==> config.mk <==
export PLATFORM = sky130hd
export DESIGN_NAME = uart_imem_loader
export DESIGN_NICKNAME = d
export VERILOG_FILES = /design/src/rtl/uart_imem_loader_pkg.sv /design/src/rtl/uart_imem_loader_sync.sv /design/src/rtl/uart_imem_loader.sv
export SDC_FILE = /design/constraint.sdc
export NUM_CORES = 1
export LEC_CHECK = 0
export CORE_MARGIN = 2
export CORE_UTILIZATION = 28
export CTS_BUF_LIST = sky130_fd_sc_hd__clkbuf_8
export DETAILED_ROUTE_END_ITERATION = 8
export HOLD_SLACK_MARGIN = 0.1
export PLACE_DENSITY = 0.48
export SLEW_MARGIN = 0
export SYNTH_ARGS = -nofsm -noshare
export SYNTH_HDL_FRONTEND = slang
export SYNTH_SLANG_ARGS = --single-unit
==> constraint.sdc <==
create_clock -name clk -period 3.5 [get_ports clk]
set_clock_uncertainty 0.05 [all_clocks]
set_input_delay 1.05 -clock clk [delete_from_list [all_inputs] [get_ports clk]]
set_output_delay 1.05 -clock clk [all_outputs]
set_load 0.005 [all_outputs]
==> src/rtl/uart_imem_loader_pkg.sv <==
// Shared encodings and constants for the UART instruction-memory loader.
// Imported by the loader top and its input synchronizer.
package uart_imem_loader_pkg;

    typedef enum logic [1:0] {
        ST_WAIT  = 2'd0,
        ST_WRITE = 2'd1,
        ST_DONE  = 2'd2
    } load_state_t;

    typedef enum logic [1:0] {
        CAUSE_NONE    = 2'b00,
        CAUSE_MARKER  = 2'b01,
        CAUSE_TIMEOUT = 2'b10,
        CAUSE_MAX     = 2'b11
    } end_cause_t;

    localparam logic RST_ENABLE = 1'b1;
    localparam logic TRUE       = 1'b1;
    localparam logic FALSE      = 1'b0;

    localparam logic [31:0] END_MARKER_DEFAULT = 32'hFFFF_FFFF;

endpackage

==> src/rtl/uart_imem_loader_sync.sv <==
// Multi-stage synchronizer for an asynchronous strobe plus a one-clock
// rising-edge pulse taken from the last two synchronized stages.
module uart_word_sync
    import uart_imem_loader_pkg::*;
#(
    parameter int STAGES = 2
) (
    input  logic clk,
    input  logic rst_p,
    input  logic async_in,
    output logic rise
);

    logic [STAGES-1:0] sync_reg;

    always_ff @(posedge clk) begin
        if (rst_p == RST_ENABLE) begin
            sync_reg <= '0;
        end else begin
            sync_reg <= {sync_reg[STAGES-2:0], async_in};
        end
    end

    assign rise = sync_reg[STAGES-2] & ~sync_reg[STAGES-1];

endmodule

==> src/rtl/uart_imem_loader.sv <==
// Writes UART-received words into instruction memory and holds the CPU in
// reset until the download ends (end marker, idle timeout or full image).
module uart_imem_loader
    import uart_imem_loader_pkg::*;
#(
    parameter int                ADDR_W      = 16,
    parameter logic [ADDR_W-1:0] BASE_ADDR   = '0,
    parameter logic [31:0]       END_MARKER  = END_MARKER_DEFAULT,
    parameter int                MAX_WORDS   = 4096,
    parameter int                CNT_W       = 13,
    parameter int                TIMEOUT_CYC = 5_000_000
) (
    input  logic              clk,
    input  logic              rst_p,
    input  logic              word_valid,
    input  logic [31:0]       word_data,
    output logic              imem_we,
    output logic [ADDR_W-1:0] imem_addr,
    output logic [31:0]       imem_wdata,
    output logic              cpu_rst_hold,
    output logic              load_done,
    output logic [1:0]        end_cause,
    output logic [CNT_W-1:0]  word_count,
    output logic [31:0]       checksum
);

    localparam int TMR_W = $clog2(TIMEOUT_CYC + 1);
    localparam logic [TMR_W-1:0] TMR_LAST = TMR_W'(TIMEOUT_CYC - 1);

    logic              word_rise;
    load_state_t       state_reg;
    logic              pending_reg;
    logic [31:0]       word_latch_reg;
    logic [TMR_W-1:0]  timer_reg;
    logic              imem_we_reg;
    logic [ADDR_W-1:0] imem_addr_reg;
    logic [31:0]       imem_wdata_reg;
    logic              cpu_rst_hold_reg;
    logic              load_done_reg;
    end_cause_t        end_cause_reg;
    logic [CNT_W-1:0]  word_count_reg;
    logic [31:0]       checksum_reg;
    logic [CNT_W-1:0]  count_next;
    logic [ADDR_W-1:0] addr_next;

    uart_word_sync #(.STAGES(2)) u_sync (
        .clk      (clk),
        .rst_p    (rst_p),
        .async_in (word_valid),
        .rise     (word_rise)
    );

    assign count_next = word_count_reg + CNT_W'(1);
    assign addr_next  = BASE_ADDR + (ADDR_W'(word_count_reg) << 2);

    always_ff @(posedge clk) begin
        if (rst_p == RST_ENABLE) begin
            state_reg        <= ST_WAIT;
            pending_reg      <= FALSE;
            word_latch_reg   <= '0;
            timer_reg        <= '0;
            imem_we_reg      <= FALSE;
            imem_addr_reg    <= BASE_ADDR;
            imem_wdata_reg   <= '0;
            cpu_rst_hold_reg <= TRUE;
            load_done_reg    <= FALSE;
            end_cause_reg    <= CAUSE_NONE;
            word_count_reg   <= '0;
            checksum_reg     <= '0;
        end else begin
            imem_we_reg <= FALSE;
            // The idle timer saturates so it cannot wrap while waiting for the first word.
            if (state_reg != ST_DONE && timer_reg != TMR_LAST) begin
                timer_reg <= timer_reg + TMR_W'(1);
            end
            case (state_reg)
                ST_WAIT: begin
                    if (pending_reg) begin
                        pending_reg <= FALSE;
                        if (word_latch_reg == END_MARKER) begin
                            state_reg        <= ST_DONE;
                            end_cause_reg    <= CAUSE_MARKER;
                            cpu_rst_hold_reg <= FALSE;
                            load_done_reg    <= TRUE;
                        end else begin
                            state_reg      <= ST_WRITE;
                            imem_we_reg    <= TRUE;
                            imem_addr_reg  <= addr_next;
                            imem_wdata_reg <= word_latch_reg;
                        end
                    end else if (word_count_reg != '0 && timer_reg == TMR_LAST) begin
                        state_reg        <= ST_DONE;
                        end_cause_reg    <= CAUSE_TIMEOUT;
                        cpu_rst_hold_reg <= FALSE;
                        load_done_reg    <= TRUE;
                    end
                end
                ST_WRITE: begin
                    word_count_reg <= count_next;
                    checksum_reg   <= checksum_reg ^ imem_wdata_reg;
                    if (count_next == CNT_W'(MAX_WORDS)) begin
                        state_reg        <= ST_DONE;
                        end_cause_reg    <= CAUSE_MAX;
                        cpu_rst_hold_reg <= FALSE;
                        load_done_reg    <= TRUE;
                    end else begin
                        state_reg <= ST_WAIT;
                    end
                end
                default: begin
                end
            endcase
            // A new word overrides the pending clear above, so a rise during WRITE is kept.
            if (state_reg != ST_DONE && word_rise) begin
                pending_reg    <= TRUE;
                word_latch_reg <= word_data;
                timer_reg      <= '0;
            end
        end
    end

    assign imem_we      = imem_we_reg;
    assign imem_addr    = imem_addr_reg;
    assign imem_wdata   = imem_wdata_reg;
    assign cpu_rst_hold = cpu_rst_hold_reg;
    assign load_done    = load_done_reg;
    assign end_cause    = end_cause_reg;
    assign word_count   = word_count_reg;
    assign checksum     = checksum_reg;

endmodule

Yosys cells after proc, flatten, opt, wreduce, memory -nomap -nowiden
Index checks and enable logic that the tools add are counted.
Operators by class
  reductions and logical operators: 12
  eq/ne operators: 9
  bitwise logic cells: 6
  mux-type cells: 22
  $add $sub $neg: 2
Operators with widths (count)
  equality test 32 bit, second input constant: 1
  XOR 32 bit: 1
  adder 23 x 1 -> 23 bit, second input constant: 1
  equality test 23 bit, second input constant: 1
  != test 23 bit, second input constant: 1
  2-to-1 mux 2 bit: 7
  adder 13 x 1 -> 13 bit, second input constant: 1
  equality test 13 bit, second input constant: 1
  nonzero test 13 bit: 1
  2-to-1 mux 1 bit: 11
  one-hot mux 2 bit (2 select lines): 2
  != test 3 bit, second input constant: 2
  != test 2 bit, second input constant: 2
  NOT 1 bit: 4
  one-hot mux 1 bit (2 select lines): 2
  AND reduction 4 bit: 1
  nonzero test 2 bit: 2
  logical AND 1 bit: 3
  AND reduction 3 bit: 1
  OR reduction 3 bit: 1
  equality test 2 x 1 -> 1 bit, second input constant: 1
  zero test 2 bit: 1
  AND reduction 2 bit: 1
  OR reduction 2 bit: 1
  AND 1 bit: 1
Word-level totals
  flip-flop bits (word level): 155
  output and inout port bits: 98
  input port bits: 35

Logic depth before layout (Yosys ltp)
Gate-level depths: netlist (run 1).
  depth after elaboration: 5
  mapped depth: 8

Hierarchy
From an unflattened synthesis (run 1), not the netlist that was laid out.
Second synthesis, totals
  cells, all modules: 700
  area, all modules: 6204.7 sq um
Modules (own cells, without submodules)
  uart_imem_loader: times used 1, sequential area each 3062.9 sq um, cells an instance 695, area an instance 6143.4 sq um
  uart_word_sync: times used 1, sequential area each 40.0 sq um, cells an instance 5, area an instance 61.3 sq um

Least setup slack after synthesis (run 1)
No wires, ideal clock.
  path type: input -> register
  from: input port rst_p
  to: register checksum_reg[0], in the netlist checksum[0]
  stages on the path: 4
  data required time: 3322 ps
  arrival time: 1841 ps
  setup slack: 1481 ps
  setup time: 128 ps
  cell sequence: clkbuf_1 -> clkbuf_1 -> clkbuf_1 -> nor2_1
RTL lines
  start, declared: line uart_imem_loader.sv:14  | input logic rst_p,
  end signal, assigned: line uart_imem_loader.sv:100  | checksum_reg <= checksum_reg ^ imem_wdata_reg;
  end, declared: line uart_imem_loader.sv:42  | logic [31:0] checksum_reg;
No word-level cell between the ends.

Final worst setup path (run 1)
  from: register word_count_reg[3], in the netlist word_count[3]
  to: output port word_count[3]
RTL lines
  start, declared: line uart_imem_loader.sv:41  | logic [CNT_W-1:0] word_count_reg;
  start signal, assigned: line uart_imem_loader.sv:99  | word_count_reg <= count_next;
  end, declared: line uart_imem_loader.sv:23  | output logic [CNT_W-1:0] word_count,
No word-level cell between the ends.

==> impl_results.md, run 1 <==
* Status: finished, final reports clean
* Most used DFF post-synth: dfxtp_1
* IR drop worst, VDD at 0.196 mV
* Routed Antenna Nets at 0
* Post-synth EDFFs at 0
* Worst-Margin Slew at 857 ps
* Number of global-route vias before repair at ~4600
* Initial antenna violation count at 0
* Drt total wl at 15400 microns
* Fin cells at 1095
* Critical Path RT at 2400 ps
* Worst-path clk slew at around 80 ps
* Post-synthesis average cell area at 8.91 sq um
* Clock tree from TritonCTS: yes
* Core Region at about 22000 sq um
* Clock latency on the worst-skew pair at between 400 and 500 ps
* Reg area at 3100 sq um
* Nets@finish at between 800 and 900
* CP Class: reg2out
* Number of core rows at 54
* Initial core utilization at 0.283
* Final min period at 2670 ps
* Crit path max fanout at 9
* Power density over the cells at 418 nW/um^2
* Die area at 23100 sq um
* Ys Warns at 0
* Post-synthesis cell count at between 600 and 700
* Gr usage total at 0.134
* Hold Buf Count CTS at 0
* Largest net degree at the start of global routing at 72
* Fmax at between 300 and 400 MHz
* Inserted Clock Buffers at 17
* Period utilisation layout at 0.763
* First-pass DRT Iterations at 4
* GP Congestion at 0.692
* Port Buffers at 129
* CP top delay family: buffers and inverters
* Max_slew headroom at 0.428
* Finished Cell Area at 8040 sq um
* Multi-input gate area at approximately 2800 sq um
* Static Leak at between 2 and 3 nW
* Vias per cell at 4.44
* Post-CTS Repair Setup Buffers at 0
* Die W at around 150 microns
* Ys async rst share at 0
* Fillers at approximately 2300
* CP bufs+invs at 1
* Finish-stage setup viols at 0
* Unique masters post-synth at 48
* DIE HEIGHT at 152 microns
* CTS Root Cell: clkbuf_8
* Max Cap Viol at 0
* Setup crit end kind: output pin
* CTS Sinks at 155
* Fin util at 0.371
* Initial DRC count at approximately 220
* Layout area overhead at 30.9%
* Setup TNS at 0 ps
* CP max stage delay at 590 ps
* Crit-path slowest cell: clkdlybuf4s50_1
* DP Area at around 7700 sq um
* Post-CTS sizing at 0
* Hpwl dp at 10500 microns
* H-tree Lvls at 4
* Cells along the critical path: clkdlybuf4s50_1
* Final Hold Viols at 0
* Avg WL per Cell at 14.0 microns
* WP data arrival at 1570 ps
* Max clock buf depth at 2
* Total I/O pin count at 133
* Unrepaired setup endpoints after global routing: no
* # diodes at 0
* Commonest cells after routing, fill and taps aside: dfxtp_1, clkdlybuf4s50_1, nand2_1, nor2_1
* Nature of the critical path startpoint: flop
* Sequential share of the synthesized area at 0.506
* Total grt overflow at 0
* Hold/Removal Path Class: reg2reg
* Vias at 4857
* Register bit count reported by yosys at 155
* DRC Markers at 0
* Syn Std Cell Area at 6140 sq um
* Layout cells sized above 1 at 0.0540
* Placed insts at about 1100
* Global-route wire length before repair at around 25000 microns
* Slew Viols, Final at 0
* Most common cell after layout, fill and taps aside: dfxtp_1
-- worst paths after layout --
path                                                       from                          end  slack (ps)  depth (start not counted)
worst max-delay path                 word_count[3]$_SDFFE_PP0P_                word_count[3]         830                          1
worst min-delay path                     load_done$_SDFFE_PP0P_       load_done$_SDFFE_PP0P_         400                          2
worst max register to register  word_latch_reg[12]$_SDFFE_PP0P_  imem_wdata[18]$_SDFFE_PP0P_        1150                          7
worst min register to register           load_done$_SDFFE_PP0P_       load_done$_SDFFE_PP0P_         400                          2
-- per-layer routing --
| metal | track usage | part of all wire | up-vias |
|---|---|---|---|
| li1 | - | - | 2499 |
| met1 | 0.177 | 0.49 | 2246 |
| met2 | 0.210 | 0.46 | 97 |
| met3 | 0.0411 | 0.043 | 15 |
| met4 | 0.0427 | 0.011 | 0 |
| met5 | 0 | 0 | - |
-- per-stage QoR --
| step | hold slack (ps) | total power, W | setup WS, ps |
|---|---|---|---|
| floorplan | 392 | 0.00199 | 1480 |
| global placement | 393 | 0.00209 | 1110 |
| detailed placement | 391 | 0.00209 | 1090 |
| CTS | 401 | 0.00342 | 774 |
| global route | 425 | 0.00352 | 716 |
| finish | 396 | 0.00336 | 829 |
-- final cells by class --
class | instances | area share
flip-flops and latches | 155 | 0.386
multi-input cells | 481 | 0.350
repair buffers | 137 | 0.168
well taps | 280 | 0.0436
clock buffers | 20 | 0.0343
clock inverters | 10 | 0.0128
inverters | 12 | 0.00560
-- power by group --
part / switching (W) / internal (W) / total (W)
Sequential: 0.0000320 / 0.00180 / 0.00183
Clock: 0.000640 / 0.000673 / 0.00131
Combinational: 0.000115 / 0.0000999 / 0.000215
-- cells by family after synthesis --
group                    count (synthesis)  share of synthesized area
multiplexers                            46                     0.0750
flip-flops                             155                      0.506
AND/OR/NAND/NOR                        305                      0.222
AO/OA/AOI/OAI                           62                     0.0630
XOR/XNOR                                62                     0.0885
adder cells (fa/ha/maj)                  3                    0.00612
buffers and inverters                   55                     0.0387
other                                    1                   0.000611
-- cells in the mapped netlist (5+ instances only) --
cell type	count	area (sq um)
a21oi_1	42	210
clkbuf_1	28	105
buf_2	8	40.0
or3_1	5	31.3
inv_1	12	45.0
nand3_1	10	50.1
nand4_1	16	100
nand2_1	117	439
dfxtp_1	155	3100
o21ai_0	6	30.0
mux2i_1	46	460
nor4_1	6	37.5
xor2_1	46	403
xnor2_1	16	140
nor3_1	9	45.0
nor2_1	116	435
Power figures use the tool's default switching activity.
==> inputs of run 2 (changes only) <==
PLACE_DENSITY = 0.5   (was 0.48)
clock period = 2.3 ns   (was 3.5 ns; I/O delays follow)
==> run 2 against run 1 <==
Net effect: non-clock buffer count grew 14; largest cell class unchanged; sequential power is 52% higher; routed wire length grew 2.2%; global-route usage up 0.31 points; combinational power increased by 58%; worst setup slack lost 730 ps; highest routed layer unchanged; sequential share of layout area down 0.93 points.
==> impl_results.md, run 2 (synthesis results as in run 1) <==
* Layout area overhead at 34.6%
* CP bufs+invs at 1 (unchanged)
* GP Congestion at 0.700 (+1.3%)
* Die W at 152 microns (unchanged)
* CTS Sinks at 155 (unchanged)
* Sequential share of power at 0.512 (-0.033)
* Slew Viols, Final at 0 (unchanged)
* Gr usage total at 0.137 (+0.00310)
* Dpl ws at 233 ps (-858 ps)
* Finish-stage setup viols at 0 (unchanged)
* Cells along the critical path: clkdlybuf4s50_1
* Worst-Margin Slew at 537 ps (-321 ps)
* Initial DRC count at 213 (-1.4%)
* Hold Buf Count CTS at 0 (unchanged)
* Worst Hold Launch: word_latch_reg[0]$_SDFFE_PP0P_
* Commonest cells after routing, fill and taps aside: dfxtp_1, clkdlybuf4s50_1, nand2_1, nor2_1
* DRC Markers at 0 (unchanged)
* Core Region at 21700 sq um (unchanged)
* Reg2reg end: end_cause[0]$_SDFFE_PP0P_
* Clock tree from TritonCTS: yes
* DIE HEIGHT at 152 microns (unchanged)
* WP data arrival at 1460 ps (-110 ps)
* Total Power at 0.00544 W (+62%)
* Final min period at around 2200 ps
* Number of global-route vias before repair at 4722 (+2.8%)
* CTS Root Cell: clkbuf_8
* Die area at 23100 sq um (unchanged)
* Avg WL per Cell at 14.1 microns (+0.81%)
* Hold endpoint: word_latch_reg[0]$_SDFFE_PP0P_
* Setup ws final at 95.7 ps (-734 ps)
* Unrepaired setup endpoints after global routing: no
* Vias at 4828 (-0.60%)
* Status: finished, final reports clean
* DP Area at 7800 sq um (+1.9%)
* Worst-path clk slew at 80 ps (about the same)
* Drt total wl at 15700 microns (+2.2%)
* Static Leak at 2.85 nW (+3.5%)
* Sw power at 0.00129 W (+64%)
* Reg2reg path depth at 6 (-1)
* Fillers at 2264 (-0.18%)
* Hold slack at 427 ps (+31.5 ps)
* Initial core utilization at 0.283 (unchanged)
* Power density over the cells at 659 nW/um^2 (+58%)
* Final Hold Viols at 0 (unchanged)
* Layout cells sized above 1 at 0.0807 (+0.0267)
* Clock latency on the worst-skew pair at 430 ps (-20 ps)
* Critical register-to-register path startpoint: word_count[6]$_SDFFE_PP0P_
* Initial antenna violation count at 0 (unchanged)
* IR drop worst, VDD at 0.308 mV (+58%)
* CP top delay family: buffers and inverters
* H-tree Lvls at 4 (unchanged)
* Hold/Removal Path Class: reg2reg
* Inserted Clock Buffers at 17 (unchanged)
* Routed Antenna Nets at 0 (unchanged)
* Largest net degree at the start of global routing at 49 (-32%)
* Critical Path RT at 1560 ps (-840 ps)
* WHS Path Cells at 2 (unchanged)
* Clk network pwr share at 0.426 (+0.035)
* Nets@finish at 856 (+1.7%)
* Hpwl dp at 10800 microns (+2.6%)
* Setup crit end kind: output pin
* Max_slew headroom at 0.639 (+0.210)
* Total I/O pin count at 133 (unchanged)
* CP Class: reg2out
* Total grt overflow at 0 (unchanged)
* Finished Cell Area at 8260 sq um (+2.8%)
* Comb power frac at 0.063 (about the same)
* CP max stage delay at 560 ps (-30 ps)
* Post-CTS Repair Setup Buffers at 0 (unchanged)
* Max clock buf depth at 2 (unchanged)
* First-pass DRT Iterations at 4 (unchanged)
* Global-route wire length before repair at 25800 microns (+3.6%)
* Setup TNS at 0 ps (unchanged)
* Number of core rows at 54 (unchanged)
* Period utilisation layout at 0.958
* R2R Setup Slk at 230 ps (-920 ps)
* Crit path max fanout at 6 (-3)
* Vias per cell at 4.35 (-1.9%)
* Sw frac at 0.237 (+0.00296)
* Pint at 0.00415 W (+61%)
* Crit-path slowest cell: clkdlybuf4s50_1
* Nature of the critical path startpoint: flop
* Max Cap Viol at 0 (unchanged)
* Most common cell after layout, fill and taps aside: dfxtp_1
* Fmax at 454 MHz
* # diodes at 0 (unchanged)
* Port Buffers at 129 (unchanged)
## run 2: cell types whose count changed in the layout (fill, tap and decap cells not counted)
cell / before / now
clkinvlp_4: 1 / 3
inv_6: 0 / 3
dfxtp_4: 0 / 1
clkinv_2: 3 / 0
dfxtp_2: 0 / 4
clkinv_4: 1 / 2
clkbuf_8: 20 / 19
inv_1: 15 / 12
buf_4: 9 / 20
buf_12: 0 / 3
dfxtp_1: 155 / 150
bufinv_16: 2 / 4
## run 2: stage by stage
step / std cells / util
after floorplan: 691 / -
final: 1110 / 0.381
after global routing: 1110 / 0.381
after CTS: 1110 / 0.381
after detailed placement: 1079 / 0.360
after global placement: 1079 / 0.360
## run 2: cell type report
cell class	instances	area, sq um	area share
timing repair buffer	151	1490	0.181
clock inverter	12	186	0.0226
sequential	155	3110	0.377
clock buffer	19	262	0.0317
tap	280	350	0.0424
multi-input combinational	481	2810	0.340
inverter	12	45.0	0.00545
## run 2: timing repair
item                                    in CTS  in global routing
endpoints found under the setup margin       3                  3
pin swaps                                    0                  0
gates resized for setup                      3                  3
## run 2: worst max path at each step
stage	start	end	depth (start not counted)
detailed placement	word_latch_reg[27]$_SDFFE_PP0P_	end_cause[0]$_SDFFE_PP0P_	6
finish	word_count[2]$_SDFFE_PP0P_	word_count[2]	1
global route	word_count[5]$_SDFFE_PP0P_	word_count[5]	2
floorplan	word_count[7]$_SDFFE_PP0P_	end_cause[0]$_SDFFE_PP0P_	7
global placement	word_latch_reg[27]$_SDFFE_PP0P_	end_cause[0]$_SDFFE_PP0P_	6
CTS	word_count[10]$_SDFFE_PP0P_	word_count[10]	1
## run 2: routing by layer
metal / vias up / global-route usage / wire (microns) / share of wire
met1: 2213 / 0.187 / 7800 / 0.50
met2: 86 / 0.217 / 7090 / 0.45
met4: 0 / 0.0271 / 104 / 0.0066
li1: 2521 / - / - / -
met5: - / 0 / 0 / 0
met3: 8 / 0.0394 / 694 / 0.044
## run 2: power by group through the flow
stage          sequential, W  combinational, W  clock, W
6_report             0.00278          0.000340   0.00231
3_5_place_dp         0.00285          0.000347         0
5_1_grt              0.00279          0.000377   0.00251
3_3_place_gp         0.00285          0.000347         0
2_1_floorplan        0.00283          0.000202         0
4_1_cts              0.00279          0.000348   0.00239
==> inputs of run 3 (changes only) <==
CAP_MARGIN = 10   (was default)
CORE_MARGIN = 3   (was 2)
==> run 3 against run 2 <==
Net effect: largest power group unchanged; highest routed layer unchanged; global-route usage down 0.24 points; hold slack better by 0.75 ps; critical path type unchanged; register-to-register slack got worse by 90 ps; via count increased by 0.41%.
==> impl_results.md, run 3 (synthesis results as in run 1) <==
* Pint at 0.00391 W (-5.6%)
* First-pass DRT Iterations at 6 (+2)
* Global-route wire length before repair at 25900 microns (+0.40%)
* Hold endpoint: word_latch_reg[23]$_SDFFE_PP0P_
* Final Hold Viols at 0 (unchanged)
* WP depth at 1 (unchanged)
* Hold slack at 428 ps (+0.748 ps)
* Gr usage total at 0.135 (-0.00239)
* Layout cells sized above 1 at 0.0809 (+0.000195)
* Fmax at 450 MHz (-0.84%)
* Initial DRC count at 218 (+2.3%)
* Comb power frac at 0.064 (about the same)
* Inserted Clock Buffers at 17 (unchanged)
* Total I/O pin count at 133 (unchanged)
* Fin util at 0.385 (+0.00471)
* Static Leak at 2.84 nW (-0.63%)
* Setup crit end kind: output pin
* Critical register-to-register path startpoint: word_latch_reg[16]$_SDFFE_PP0P_
* Setup TNS at 0 ps (unchanged)
* CTS Sinks at 155 (unchanged)
* Status: finished, final reports clean
* Crit path max fanout at 6 (unchanged)
* Clk network pwr share at 0.406 (-0.020)
* WP data arrival at 1480 ps (+20 ps)
* Commonest cells after routing, fill and taps aside: dfxtp_1, clkdlybuf4s50_1, nand2_1, nor2_1
* Initial core utilization at 0.288 (+0.00534)
* CP bufs+invs at 1 (unchanged)
* Most common cell after layout, fill and taps aside: dfxtp_1
* Worst-Margin Slew at 559 ps (+22.7 ps)
* IR drop worst, VDD at 0.361 mV (+17%)
* Die W at 154 microns (+1.3%)
* Total grt overflow at 0 (unchanged)
* CTS Root Cell: clkbuf_8
* Unrepaired setup endpoints after global routing: no
* Drt total wl at 15900 microns (+1.3%)
* Die area at 23700 sq um (+2.6%)
* Initial antenna violation count at 0 (unchanged)
* DIE HEIGHT at 154 microns (+1.3%)
* Crit-path slowest cell: clkdlybuf4s50_1
* Largest net degree at the start of global routing at 79 (+61%)
* R2R Setup Slk at 140 ps (-90 ps)
* Number of global-route vias before repair at 4666 (-1.2%)
* Fillers at 2170 (-4.2%)
* Sw power at 0.00134 W (+4.0%)
* Core Region at 21300 sq um (-1.9%)
* H-tree Lvls at 4 (unchanged)
* Port Buffers at 129 (unchanged)
* Finished Cell Area at 8210 sq um (-0.64%)
* CP Class: reg2out
* GP Congestion at 0.743 (+6.0%)
* Vias per cell at 4.40 (+1.1%)
* Vias at 4848 (+0.41%)
* Max clock buf depth at 2 (unchanged)
* Finish-stage setup viols at 0 (unchanged)
* Power density over the cells at 641 nW/um^2 (-2.7%)
* Reg2reg end: imem_wdata[24]$_SDFFE_PP0P_
* Sw frac at 0.255 (+0.0180)
* Final min period at 2220 ps (+18.6 ps)
* Clock latency on the worst-skew pair at 460 ps (+30 ps)
* Max Cap Viol at 0 (unchanged)
* WHS Path Cells at 2 (unchanged)
* Period utilisation layout at 0.966 (+0.00808)
* Max_slew headroom at 0.627 (-0.0118)
* Hold/Removal Path Class: reg2reg
* Sequential share of power at 0.530 (+0.018)
* Clock tree from TritonCTS: yes
* Layout area overhead at 33.7%
* Nature of the critical path startpoint: flop
* CP max stage delay at 560 ps (about the same)
* Slew Viols, Final at 0 (unchanged)
* DP Area at 7770 sq um (-0.37%)
* Hpwl dp at 10800 microns (about the same)
* Cells along the critical path: clkdlybuf4s50_1
* CP top delay family: buffers and inverters
* Number of core rows at 53 (-1.9%)
* # diodes at 0 (unchanged)
* Routed Antenna Nets at 0 (unchanged)
* DRC Markers at 0 (unchanged)
* Worst Hold Launch: word_latch_reg[23]$_SDFFE_PP0P_
* Nets@finish at 854 (-0.23%)
* Reg2reg path depth at 7 (+1)
* Worst-path clk slew at 80 ps (about the same)
* Critical Path RT at 1560 ps (about the same)
* Avg WL per Cell at 14.4 microns (+1.9%)
[run 3: cell types whose count changed in the layout (fill, tap and decap cells not counted)]
cell,change
buf_4,-2
bufinv_16,-2
clkinvlp_4,-2
inv_8,+2
nor4_1,-2
nor4_2,+2
clkbuf_8,-1
clkinv_2,+1
clkinv_4,+1
inv_6,+1
[run 3: layer usage]
layer / GRT usage / vias up / wire, microns
li1: - / 2514 / -
met1: 0.183 / 2230 / 7760
met5: 0 / - / 0
met2: 0.209 / 96 / 7270
met4: 0.0341 / 0 / 137
met3: 0.0411 / 8 / 730
[run 3: metrics by stage]
step | total power (W) | worst slack (ps) | std cells
2_1_floorplan | 0.00303 | 288 | 691
5_1_grt | 0.00551 | 3.94 | 1103
3_5_place_dp | 0.00319 | 130 | 1071
4_1_cts | 0.00536 | 20.7 | 1102
6_report | 0.00526 | 77.2 | 1103
3_3_place_gp | 0.00319 | 134 | 1071
[run 3: how the worst max path moves through the flow]
| stage | slack, ps | to | start |
|---|---|---|---|
| 6_report | 80 | word_count[2] | word_count[2]$_SDFFE_PP0P_ |
| 5_1_grt | 4 | imem_wdata[14]$_SDFFE_PP0P_ | word_latch_reg[17]$_SDFFE_PP0P_ |
| 4_1_cts | 20 | word_count[9] | word_count[9]$_SDFFE_PP0P_ |
| 3_5_place_dp | 130 | imem_wdata[17]$_SDFFE_PP0P_ | word_latch_reg[17]$_SDFFE_PP0P_ |
| 3_3_place_gp | 130 | end_cause[1]$_SDFFE_PP0P_ | word_latch_reg[15]$_SDFFE_PP0P_ |
| 2_1_floorplan | 290 | end_cause[0]$_SDFFE_PP0P_ | word_count[7]$_SDFFE_PP0P_ |
[run 3: area by class of cell]
| type | count | area [sq um] | share of cell area |
|---|---|---|---|
| Clock buffer | 18 | 248 | 0.0302 |
| Clock inverter | 13 | 156 | 0.0191 |
| Inverter | 12 | 45.0 | 0.00549 |
| Multi-Input combinational cell | 481 | 2820 | 0.344 |
| Sequential cell | 155 | 3110 | 0.379 |
| Tap cell | 275 | 344 | 0.0419 |
| Timing Repair Buffer | 149 | 1480 | 0.180 |
[run 3: timing repair]
action	CTS	global route
hold buffers	0	0
endpoints found under the setup margin	4	3
gates cloned	0	0
buffers inserted	0	1
gates resized for setup	5	3
[run 3: power groups by stage]
stage	combinational, W	sequential (W)	clock (W)
detailed placement	0.000345	0.00285	0
finish	0.000338	0.00278	0.00213
global route	0.000377	0.00279	0.00234
global placement	0.000346	0.00285	0
floorplan	0.000202	0.00283	0
CTS	0.000346	0.00279	0.00222
